**src/rtl/sp701_tdc_result_buffer.sv**
```systemverilog
// TDC result buffer: FIFO for completed measurements plus running count/min/max/sum statistics.
// Optional macro TDC_RESULT_TIMETAG_EN stores a 32-bit coarse timetag alongside each sample.
module sp701_tdc_result_buffer #(
   parameter int unsigned DATA_WIDTH     = 32,
   parameter int unsigned FIFO_DEPTH     = 16,
   parameter int unsigned PTR_WIDTH      = 4,
   parameter int unsigned STAT_CNT_WIDTH = 16
) (
   input  logic                               clk,
   input  logic                               rst_n,
   input  logic [DATA_WIDTH-1:0]              meas_data,
   input  logic                               meas_ready,
`ifdef TDC_RESULT_TIMETAG_EN
   input  logic [31:0]                        timetag,
   output logic [31:0]                        rd_timetag,
`endif
   input  logic                               clear,
   input  logic                               rd_en,
   output logic [DATA_WIDTH-1:0]              rd_data,
   output logic                               rd_valid,
   output logic [PTR_WIDTH:0]                 fifo_count,
   output logic                               fifo_empty,
   output logic                               fifo_full,
   output logic                               overflow_flag,
   output logic [15:0]                        drop_count,
   output logic [STAT_CNT_WIDTH-1:0]          stat_count,
   output logic [DATA_WIDTH-1:0]              stat_min,
   output logic [DATA_WIDTH-1:0]              stat_max,
   output logic [DATA_WIDTH+STAT_CNT_WIDTH-1:0] stat_sum
);

`ifdef TDC_RESULT_TIMETAG_EN
   localparam int unsigned ENTRY_W = DATA_WIDTH + 32;
`else
   localparam int unsigned ENTRY_W = DATA_WIDTH;
`endif
   localparam int unsigned SUM_W = DATA_WIDTH + STAT_CNT_WIDTH;
   localparam logic [PTR_WIDTH:0] DEPTH_C = (PTR_WIDTH+1)'(FIFO_DEPTH);

   logic [ENTRY_W-1:0]        mem_q [FIFO_DEPTH];
   logic [ENTRY_W-1:0]        wr_entry_s;
   logic                      mem_we_s;
   logic                      do_wr_s, do_rd_s, drop_s, stat_sat_s;

   logic [PTR_WIDTH-1:0]      wr_ptr_q, wr_ptr_d, rd_ptr_q, rd_ptr_d;
   logic [PTR_WIDTH:0]        count_q, count_d;
   logic                      empty_q, empty_d, full_q, full_d;
   logic [DATA_WIDTH-1:0]     rd_data_q, rd_data_d;
   logic                      rd_valid_q, rd_valid_d;
   logic                      ovf_q, ovf_d;
   logic [15:0]               drop_q, drop_d;
   logic [STAT_CNT_WIDTH-1:0] scnt_q, scnt_d;
   logic [DATA_WIDTH-1:0]     smin_q, smin_d, smax_q, smax_d;
   logic [SUM_W-1:0]          ssum_q, ssum_d;
`ifdef TDC_RESULT_TIMETAG_EN
   logic [31:0]               rd_tt_q, rd_tt_d;
   assign wr_entry_s = {timetag, meas_data};
`else
   assign wr_entry_s = meas_data;
`endif

   // Next-state logic: clear dominates, then write/read/drop and statistics
   always_comb begin
      wr_ptr_d   = wr_ptr_q;
      rd_ptr_d   = rd_ptr_q;
      count_d    = count_q;
      rd_data_d  = rd_data_q;
      rd_valid_d = 1'b0;
      ovf_d      = ovf_q;
      drop_d     = drop_q;
      scnt_d     = scnt_q;
      smin_d     = smin_q;
      smax_d     = smax_q;
      ssum_d     = ssum_q;
`ifdef TDC_RESULT_TIMETAG_EN
      rd_tt_d    = rd_tt_q;
`endif
      // A full FIFO still accepts a write when the same cycle pops the head.
      do_rd_s    = rd_en && !empty_q;
      do_wr_s    = meas_ready && (!full_q || do_rd_s);
      drop_s     = meas_ready && full_q && !do_rd_s;
      stat_sat_s = &scnt_q;
      mem_we_s   = 1'b0;
      if (clear) begin
         wr_ptr_d = '0;
         rd_ptr_d = '0;
         count_d  = '0;
         ovf_d    = 1'b0;
         drop_d   = 16'h0000;
         scnt_d   = '0;
         smin_d   = '1;
         smax_d   = '0;
         ssum_d   = '0;
      end else begin
         mem_we_s = do_wr_s;
         if (do_wr_s) begin
            wr_ptr_d = wr_ptr_q + PTR_WIDTH'(1);
         end else begin
            wr_ptr_d = wr_ptr_q;
         end
         if (do_rd_s) begin
            rd_ptr_d   = rd_ptr_q + PTR_WIDTH'(1);
            rd_data_d  = mem_q[rd_ptr_q][DATA_WIDTH-1:0];
            rd_valid_d = 1'b1;
`ifdef TDC_RESULT_TIMETAG_EN
            rd_tt_d    = mem_q[rd_ptr_q][ENTRY_W-1:DATA_WIDTH];
`endif
         end else begin
            rd_valid_d = 1'b0;
         end
         case ({do_wr_s, do_rd_s})
            2'b10:   count_d = count_q + (PTR_WIDTH+1)'(1);
            2'b01:   count_d = count_q - (PTR_WIDTH+1)'(1);
            default: count_d = count_q;
         endcase
         if (drop_s) begin
            ovf_d  = 1'b1;
            drop_d = (drop_q == 16'hFFFF) ? drop_q : drop_q + 16'h0001;
         end else begin
            ovf_d  = ovf_q;
         end
         // Dropped samples still count; everything freezes once the counter saturates.
         if (meas_ready && !stat_sat_s) begin
            scnt_d = scnt_q + STAT_CNT_WIDTH'(1);
            ssum_d = ssum_q + {{STAT_CNT_WIDTH{1'b0}}, meas_data};
            smin_d = (meas_data < smin_q) ? meas_data : smin_q;
            smax_d = (meas_data > smax_q) ? meas_data : smax_q;
         end else begin
            scnt_d = scnt_q;
         end
      end
      empty_d = (count_d == '0);
      full_d  = (count_d == DEPTH_C);
   end

   // Sample storage; no reset needed since entries are only read after being written
   always_ff @(posedge clk) begin
      if (mem_we_s) begin
         mem_q[wr_ptr_q] <= wr_entry_s;
      end
   end

   // Control, status and statistics registers
   always_ff @(posedge clk or negedge rst_n) begin
      if (!rst_n) begin
         wr_ptr_q   <= '0;
         rd_ptr_q   <= '0;
         count_q    <= '0;
         empty_q    <= 1'b1;
         full_q     <= 1'b0;
         rd_data_q  <= '0;
         rd_valid_q <= 1'b0;
         ovf_q      <= 1'b0;
         drop_q     <= 16'h0000;
         scnt_q     <= '0;
         smin_q     <= '1;
         smax_q     <= '0;
         ssum_q     <= '0;
`ifdef TDC_RESULT_TIMETAG_EN
         rd_tt_q    <= 32'h0000_0000;
`endif
      end else begin
         wr_ptr_q   <= wr_ptr_d;
         rd_ptr_q   <= rd_ptr_d;
         count_q    <= count_d;
         empty_q    <= empty_d;
         full_q     <= full_d;
         rd_data_q  <= rd_data_d;
         rd_valid_q <= rd_valid_d;
         ovf_q      <= ovf_d;
         drop_q     <= drop_d;
         scnt_q     <= scnt_d;
         smin_q     <= smin_d;
         smax_q     <= smax_d;
         ssum_q     <= ssum_d;
`ifdef TDC_RESULT_TIMETAG_EN
         rd_tt_q    <= rd_tt_d;
`endif
      end
   end

   assign rd_data       = rd_data_q;
   assign rd_valid      = rd_valid_q;
   assign fifo_count    = count_q;
   assign fifo_empty    = empty_q;
   assign fifo_full     = full_q;
   assign overflow_flag = ovf_q;
   assign drop_count    = drop_q;
   assign stat_count    = scnt_q;
   assign stat_min      = smin_q;
   assign stat_max      = smax_q;
   assign stat_sum      = ssum_q;
`ifdef TDC_RESULT_TIMETAG_EN
   assign rd_timetag    = rd_tt_q;
`endif

endmodule

```
**config.mk**
```make
export PLATFORM = sky130hd
export DESIGN_NAME = sp701_tdc_result_buffer
export DESIGN_NICKNAME = d
export VERILOG_FILES = /design/src/rtl/sp701_tdc_result_buffer.sv
export SDC_FILE = /design/constraint.sdc
export NUM_CORES = 1
export LEC_CHECK = 0
export BUFFER_PORTS_ARGS = -buffer_cell sky130_fd_sc_hd__buf_2
export CAP_MARGIN = 30
export CORE_MARGIN = 4
export CORE_UTILIZATION = 55
export DETAILED_ROUTE_END_ITERATION = 10
export GPL_TIMING_DRIVEN = 0
export PLACE_DENSITY = 0.89
export SLEW_MARGIN = 5
export SYNTH_ARGS = -nofsm -noshare
export SYNTH_HDL_FRONTEND = slang
export SYNTH_SLANG_ARGS = --single-unit
```
**constraint.sdc**
```tcl
create_clock -name clk -period 2.9 [get_ports clk]
set_input_delay 0.145 -clock clk [delete_from_list [all_inputs] [get_ports clk]]
set_output_delay 0.145 -clock clk [all_outputs]
set_load 0.005 [all_outputs]
```
== After elaboration in Yosys (flattened, before gate mapping) ==
Memory sizes are Yosys's and may differ from the RTL's. A register that Yosys moved wholly into a read port is not among the register bits.
Index checks and enable logic that the tools add are counted.

* Logic and storage cells: 77
* Memories kept: 1
* Output and inout port bits: 185
* RAM bits: 512
* Register bits: 161
* Bits of input ports: 37

* Add/sub/neg operators: 7
* Equal/unequal tests: 5
* Reduce and logical (&&, ||, !) cells: 23
* Bitwise gates (word level): 1
* Magnitude comparators: 2
* Muxes and demuxes: 26

{| class="wikitable"
|+ Memories
! memory !! words !! width !! rd ports !! clocked after Yosys merged registers in !! wr ports !! RTL line !! text
|-
| mem_q || 16 || 32 || 1 || 1 || 1 || 40 || <nowiki>logic [ENTRY_W-1:0] mem_q [FIFO_DEPTH];</nowiki>
|}

{| class="wikitable"
|+ Operators by type and width
! operator !! number
|-
| $mux W32 || 6
|-
| $mux W48 || 2
|-
| $mux W16 || 5
|-
| $add A48 B32 Y48 || 1
|-
| $add A16 B1 Y16 const B || 2
|-
| $gt A32 B32 Y1 || 1
|-
| $lt A32 B32 Y1 || 1
|-
| $eq A16 B16 Y1 const B || 1
|-
| $mux W4 || 4
|-
| $reduce_and A16 Y1 || 1
|-
| $reduce_bool A2 Y1 || 6
|-
| $pmux W5 S2 || 1
|-
| $add A4 B1 Y4 const B || 2
|-
| $reduce_and A2 Y1 || 4
|-
| $mux W1 || 7
|-
| $add A5 B1 Y5 const B || 1
|-
| $eq A5 B5 Y1 const B || 1
|-
| $logic_and A1 B1 Y1 || 5
|-
| $logic_not A1 Y1 || 5
|-
| $logic_not A5 Y1 || 1
|-
| $mux W5 || 1
|-
| $sub A5 B1 Y5 const B || 1
|-
| $eq A2 B1 Y1 const B || 1
|-
| $eq A2 B2 Y1 const B || 1
|-
| other kinds (3) || 3
|}

== Depth between registers and ports, before layout ==
* Depth after elaboration: 8
* Depth in mapped cells: 15
* Gate-level depth less buffers: 14

== Least setup slack after synthesis ==
Ideal clock, no wire load.

* Path kind: flip-flop to flip-flop
* Start: register empty_q, in the netlist fifo_empty
* End: register full_q, in the netlist fifo_full
* Period minus slack after synthesis: 3.054 ns
* Path slack: -0.154 ns
* Arrival time: 2.968 ns
* Setup time: 0.086 ns
* Buffers on the path: 1
* Cell stages (with the launch flop): 14
* Data required time: 2.814 ns
* Cells stage by stage: dfstp_2 nand2b_1 a21oi_1 inv_1 ha_1 clkbuf_1 xor2_1 ha_1 a21o_1 xnor2_1 o21ai_0 a21oi_1 or4_1 nor3_1

* Cells in the longest elaborated chain, start to end: 8
* Elaborated cells on any way between the ends: 9
* Classes of those cells: eq/ne: 3; mux: 2; reduce/logical: 4

{| class="wikitable"
|+ Ends and longest elaborated chain
! element !! RTL line !! text
|-
| start: declaration || 47 || <nowiki>logic empty_q, empty_d, full_q, full_d;</nowiki>
|-
| start signal: assignment || 166 || <nowiki>empty_q <= empty_d;</nowiki>
|-
| $logic_not A1 Y1 (*) || 79 || <nowiki>do_rd_s = rd_en && !empty_q;</nowiki>
|-
| $logic_and A1 B1 Y1 (*) || 79 ||
|-
| $logic_or A1 B1 Y1 || 80 || <nowiki>do_wr_s = meas_ready && (!full_q || do_rd_s);</nowiki>
|-
| $logic_and A1 B1 Y1 || 80 ||
|-
| $eq A2 B1 Y1 or $eq A2 B2 Y1 (tied branches) || 111 || <nowiki>case ({do_wr_s, do_rd_s})</nowiki>
|-
| $pmux W5 S2 (*) || 111 ||
|-
| $mux W5 (*) || 84 || <nowiki>if (clear) begin</nowiki>
|-
| via count_d[2] || 46 || <nowiki>logic [PTR_WIDTH:0] count_q, count_d;</nowiki>
|-
| $eq A5 B5 Y1 (*) || 133 || <nowiki>full_d = (count_d == DEPTH_C);</nowiki>
|-
| via full_d || 47 ||
|-
| end signal: assignment || 167 || <nowiki>full_q <= full_d;</nowiki>
|-
| end: declaration || 47 ||
|}

The timed path passes the listed nets; every way through them passes the cells marked *.
A chain may end at the register's enable or synchronous reset.

== Worst setup path in the final report ==
* Start: register ssum_q[0], in the netlist stat_sum[0]
* End: register ssum_q[46], in the netlist stat_sum[46]

* Cells in the longest elaborated chain, start to end: 3

{| class="wikitable"
|+ Ends and longest elaborated chain
! element !! RTL line !! text
|-
| start: declaration || 54 || <nowiki>logic [SUM_W-1:0] ssum_q, ssum_d;</nowiki>
|-
| start signal: assignment || 175 || <nowiki>ssum_q <= ssum_d;</nowiki>
|-
| $add A48 B32 Y48 || 125 || <nowiki>ssum_d = ssum_q + {{STAT_CNT_WIDTH{1'b0}}, meas_data};</nowiki>
|-
| $mux W48 || 123 || <nowiki>if (meas_ready && !stat_sat_s) begin</nowiki>
|-
| $mux W48 || 84 ||
|}

No other way between the ends. The select of a mux whose other input is x is not followed.

==> flow_summary.yaml <==
placement:
  port_buffers: 220
  place.gp.congestion: 0.958
  dp_hpwl_um: 62400
  dp.cells: 3348
  dpl_cell_area_um2: 34400
  preCtsSetupSlack_ns: -0.896
run_status:
  status: "finished, violations left"
  violations: "DRC, setup timing"
power_and_ir_drop:
  power_density_nw_per_um2: 681
  internal_power_w: 0.0183
  swShare_pct: 28.3
  finalPower_w: 0.0256
  peakVddDrop_v: 0.000510
  switching_power_w: 0.00723
  p_clk_share_pct: 34.7
  power_frac_comb_pct: 19.5
  seqPwrFrac_pct: 45.8
  p_leak_nw: 14.3
finish:
  drive_above_1_share_pct: 22.4
  syn_to_final_growth_pct: 18.5
  final_area_um2: 37500
  nets: 2856
  diodes: 0
  final_cells: 3525
clock_network:
  clk_path_buf_depth: 3
  cts-root-buf: "clkbuf_16"
  insertion_delay_ns: 0.64
  cts_tree: "yes"
  cts_made_buffers: 68
  cts_num_sinks: 705
  cts-htree-levels: 3
  clkTransAtPathRegs_ns: 0.06
critical_path:
  crit_path_start_kind: "register"
  r2r_slack_ns: -0.22
  cp-end-kind: "register"
  rr_endpoint: "stat_sum[46]"
  cp.required_ns: 3.40
  crit_arrival_ns: 3.62
  r2r_start: "stat_sum[0]"
  path_class: "register to register"
  path_max_fanout: 5
  r2r_cells: 10
logic_synthesis:
  ys_types: 80
  ys_async_sr_fraction_pct: 27.4
  synthCells: 2348
  synthesis.area_um2: 31700
  ys_seq_area_share_pct: 63.9
  synth_seq_cells: 705
  synth.area.top_cells: "edfxtp_1 (49%), dfrtp_1 (13%), mux2i_1 (6.2%), mux4_2 (4.6%), ha_1 (4.1%)"
  synth_commonest_cells: "edfxtp_1 (512), nand2_1 (263), nor2_1 (225), mux2i_1 (195), dfrtp_1 (160)"
  synth_area_leader_cell: "edfxtp_1"
  yosysWarningCount: 0
  yosysTopAreaCellShare_pct: 48.6
  synth_most_common_cell: "edfxtp_1"
  avgSynthCellArea_um2: 13.5
  syn_nets: 2491
  synth_ff_type: "edfxtp_1"
  synth-edff-count: 512
routing:
  drcViolationCount: 1
  drtPass1Iterations: 9
  vias_per_cell: 6.39
  drtIter0Drc: 2775
  final_antenna_net_count: 0
  wl_per_cell_um: 27.3
  vias: 22500
  wl_um: 96200
worst_hold_path:
  min_to: "stat_min[28]"
  hold_path.class: "primary input to register"
  holdPathStages: 3
  hp-start: "meas_data[28]"
global_route:
  overflow: 0
  grt_max_degree: 75
  first_global_vias: 23300
  antenna_found_initial: 1
  grt_pass1_wl_um: 142000
  track_usage_pct: 31.2
sta:
  finalCritPeriodShare_pct: 107
  post-route-min-period_ns: 3.12
  skew_ns: 0.0280
  fin_ws_ns: -0.215
  rsz0062_at_grt: "true"
  drv_slew: 0
  finalSetupViolations: 11
  fmaxAchievable_ghz: 0.321
  worst_pin_slew_ns: 0.962
  maxSlewHeadroom_pct: 35.9
  hold_violations: 0
floorplanning:
  die-area_um2: 61500
  io_pins: 222
  coreArea_um2: 56700
  die_w_um: 248
  die_h_um: 248
  rows: 87
  start_util_pct: 55.8
job:
  cap_violations: 0
-- stage by stage --
stage | setup TNS (ns) | utilization (%) | hold WS, ns
3_5_place_dp | -78.11 | 60.6 | 0.107
4_1_cts | -1.13 | 65.6 | 0.00117
6_report | -1.97 | 66.2 | 0.0342
2_1_floorplan | -0.0202 | - | -0.151
3_3_place_gp | -1262.46 | 59.5 | 0.459
5_1_grt | -3.02 | 66.2 | 0.00714
-- critical path: stages (launching register included) --
cell and delay, ns:
dfrtp_1 0.42, ha_4 0.18, fa_2 0.37, a21o_4 0.23, a221oi_4 0.31, o21ai_4 0.09, a311o_1 0.32, a221o_2 0.42
a21oi_4 0.27, nor4b_4 0.08, mux2_4 0.31
-- repair_timing --
action | 4_1_cts | 5_1_grt
endpoints found under the setup margin | 403 | 129
hold buffers | 27 | 0
pin swaps | 12 | 16
cloned | 1 | 1
gates resized for setup | 48 | 88
setup buffers | 20 | 9
hold endpoints to repair | 474 | 0
-- flip-flops by register name (all words and copies together), names as in the netlist, 5 cells and up --
| name | flops |
|---|---|
| fifo_count | 5 |
| stat_count | 16 |
| drop_count | 16 |
| stat_min | 32 |
| stat_max | 32 |
| stat_sum | 48 |
| rd_data | 32 |
| mem_q | 512 |
-- power by group through the flow --
stage	logic (W)	clock network (W)	registers, W
finish	0.00499	0.00886	0.0117
global route	0.00534	0.00930	0.0118
CTS	0.00479	0.00886	0.0117
detailed placement	0.00452	0	0.0119
global placement	0.00421	0	0.0119
floorplan	0.00271	0	0.0118
-- worst max path at each step --
stage | start | endpoint | slack (ns) | cells after the start
2_1_floorplan | stat_sum[0] | stat_sum[46] | -0.02 | 10
3_3_place_gp | fifo_empty | mem_q[11][10] | -2.09 | 4
3_5_place_dp | fifo_empty | fifo_full | -0.90 | 13
4_1_cts | stat_sum[0] | stat_sum[46] | -0.15 | 10
5_1_grt | stat_sum[0] | stat_sum[32] | -0.28 | 11
6_report | stat_sum[0] | stat_sum[46] | -0.22 | 10
-- logic make-up (layout without fill, tap and decap cells) --
family | Yosys count | count (layout) | synth area share, %
mux | 261 | 261 | 10.8
xor+xnor | 61 | 61 | 1.69
buf+inv | 196 | 617 | 2.51
fa+ha+maj | 106 | 106 | 4.21
simple gates | 645 | 645 | 8.89
compound gates | 374 | 374 | 7.96
flops | 705 | 705 | 63.9
-- per-layer routing --
layer,GRT usage (%),wire (um)
met4,15.6,5490
met5,0,0
met1,37.0,32600
met3,10.0,11700
met2,51.4,46400
-- layout make-up --
class,count,area [um^2]
repair buffers,302,2160
flip-flops and latches,705,20200
fillers,3689,19200
plain buffers,107,552
inverters,82,312
clock inverters,33,292
multi-input cells,1447,11100
well taps,756,946
clock buffers,93,1920
-- cell usage in the layout (no fill, tap or decap), types with 76 or more instances in the layout --
| cell | n |
|---|---|
| inv_1 | 80 |
| buf_2 | 223 |
| a21oi_1 | 86 |
| nand2_1 | 262 |
| edfxtp_1 | 512 |
| dfrtp_1 | 159 |
| clkbuf_1 | 76 |
| ha_1 | 96 |
| mux2i_1 | 189 |
| nor2_1 | 205 |
| o21ai_0 | 77 |
No activity file was read; power rests on OpenSTA's default activity.
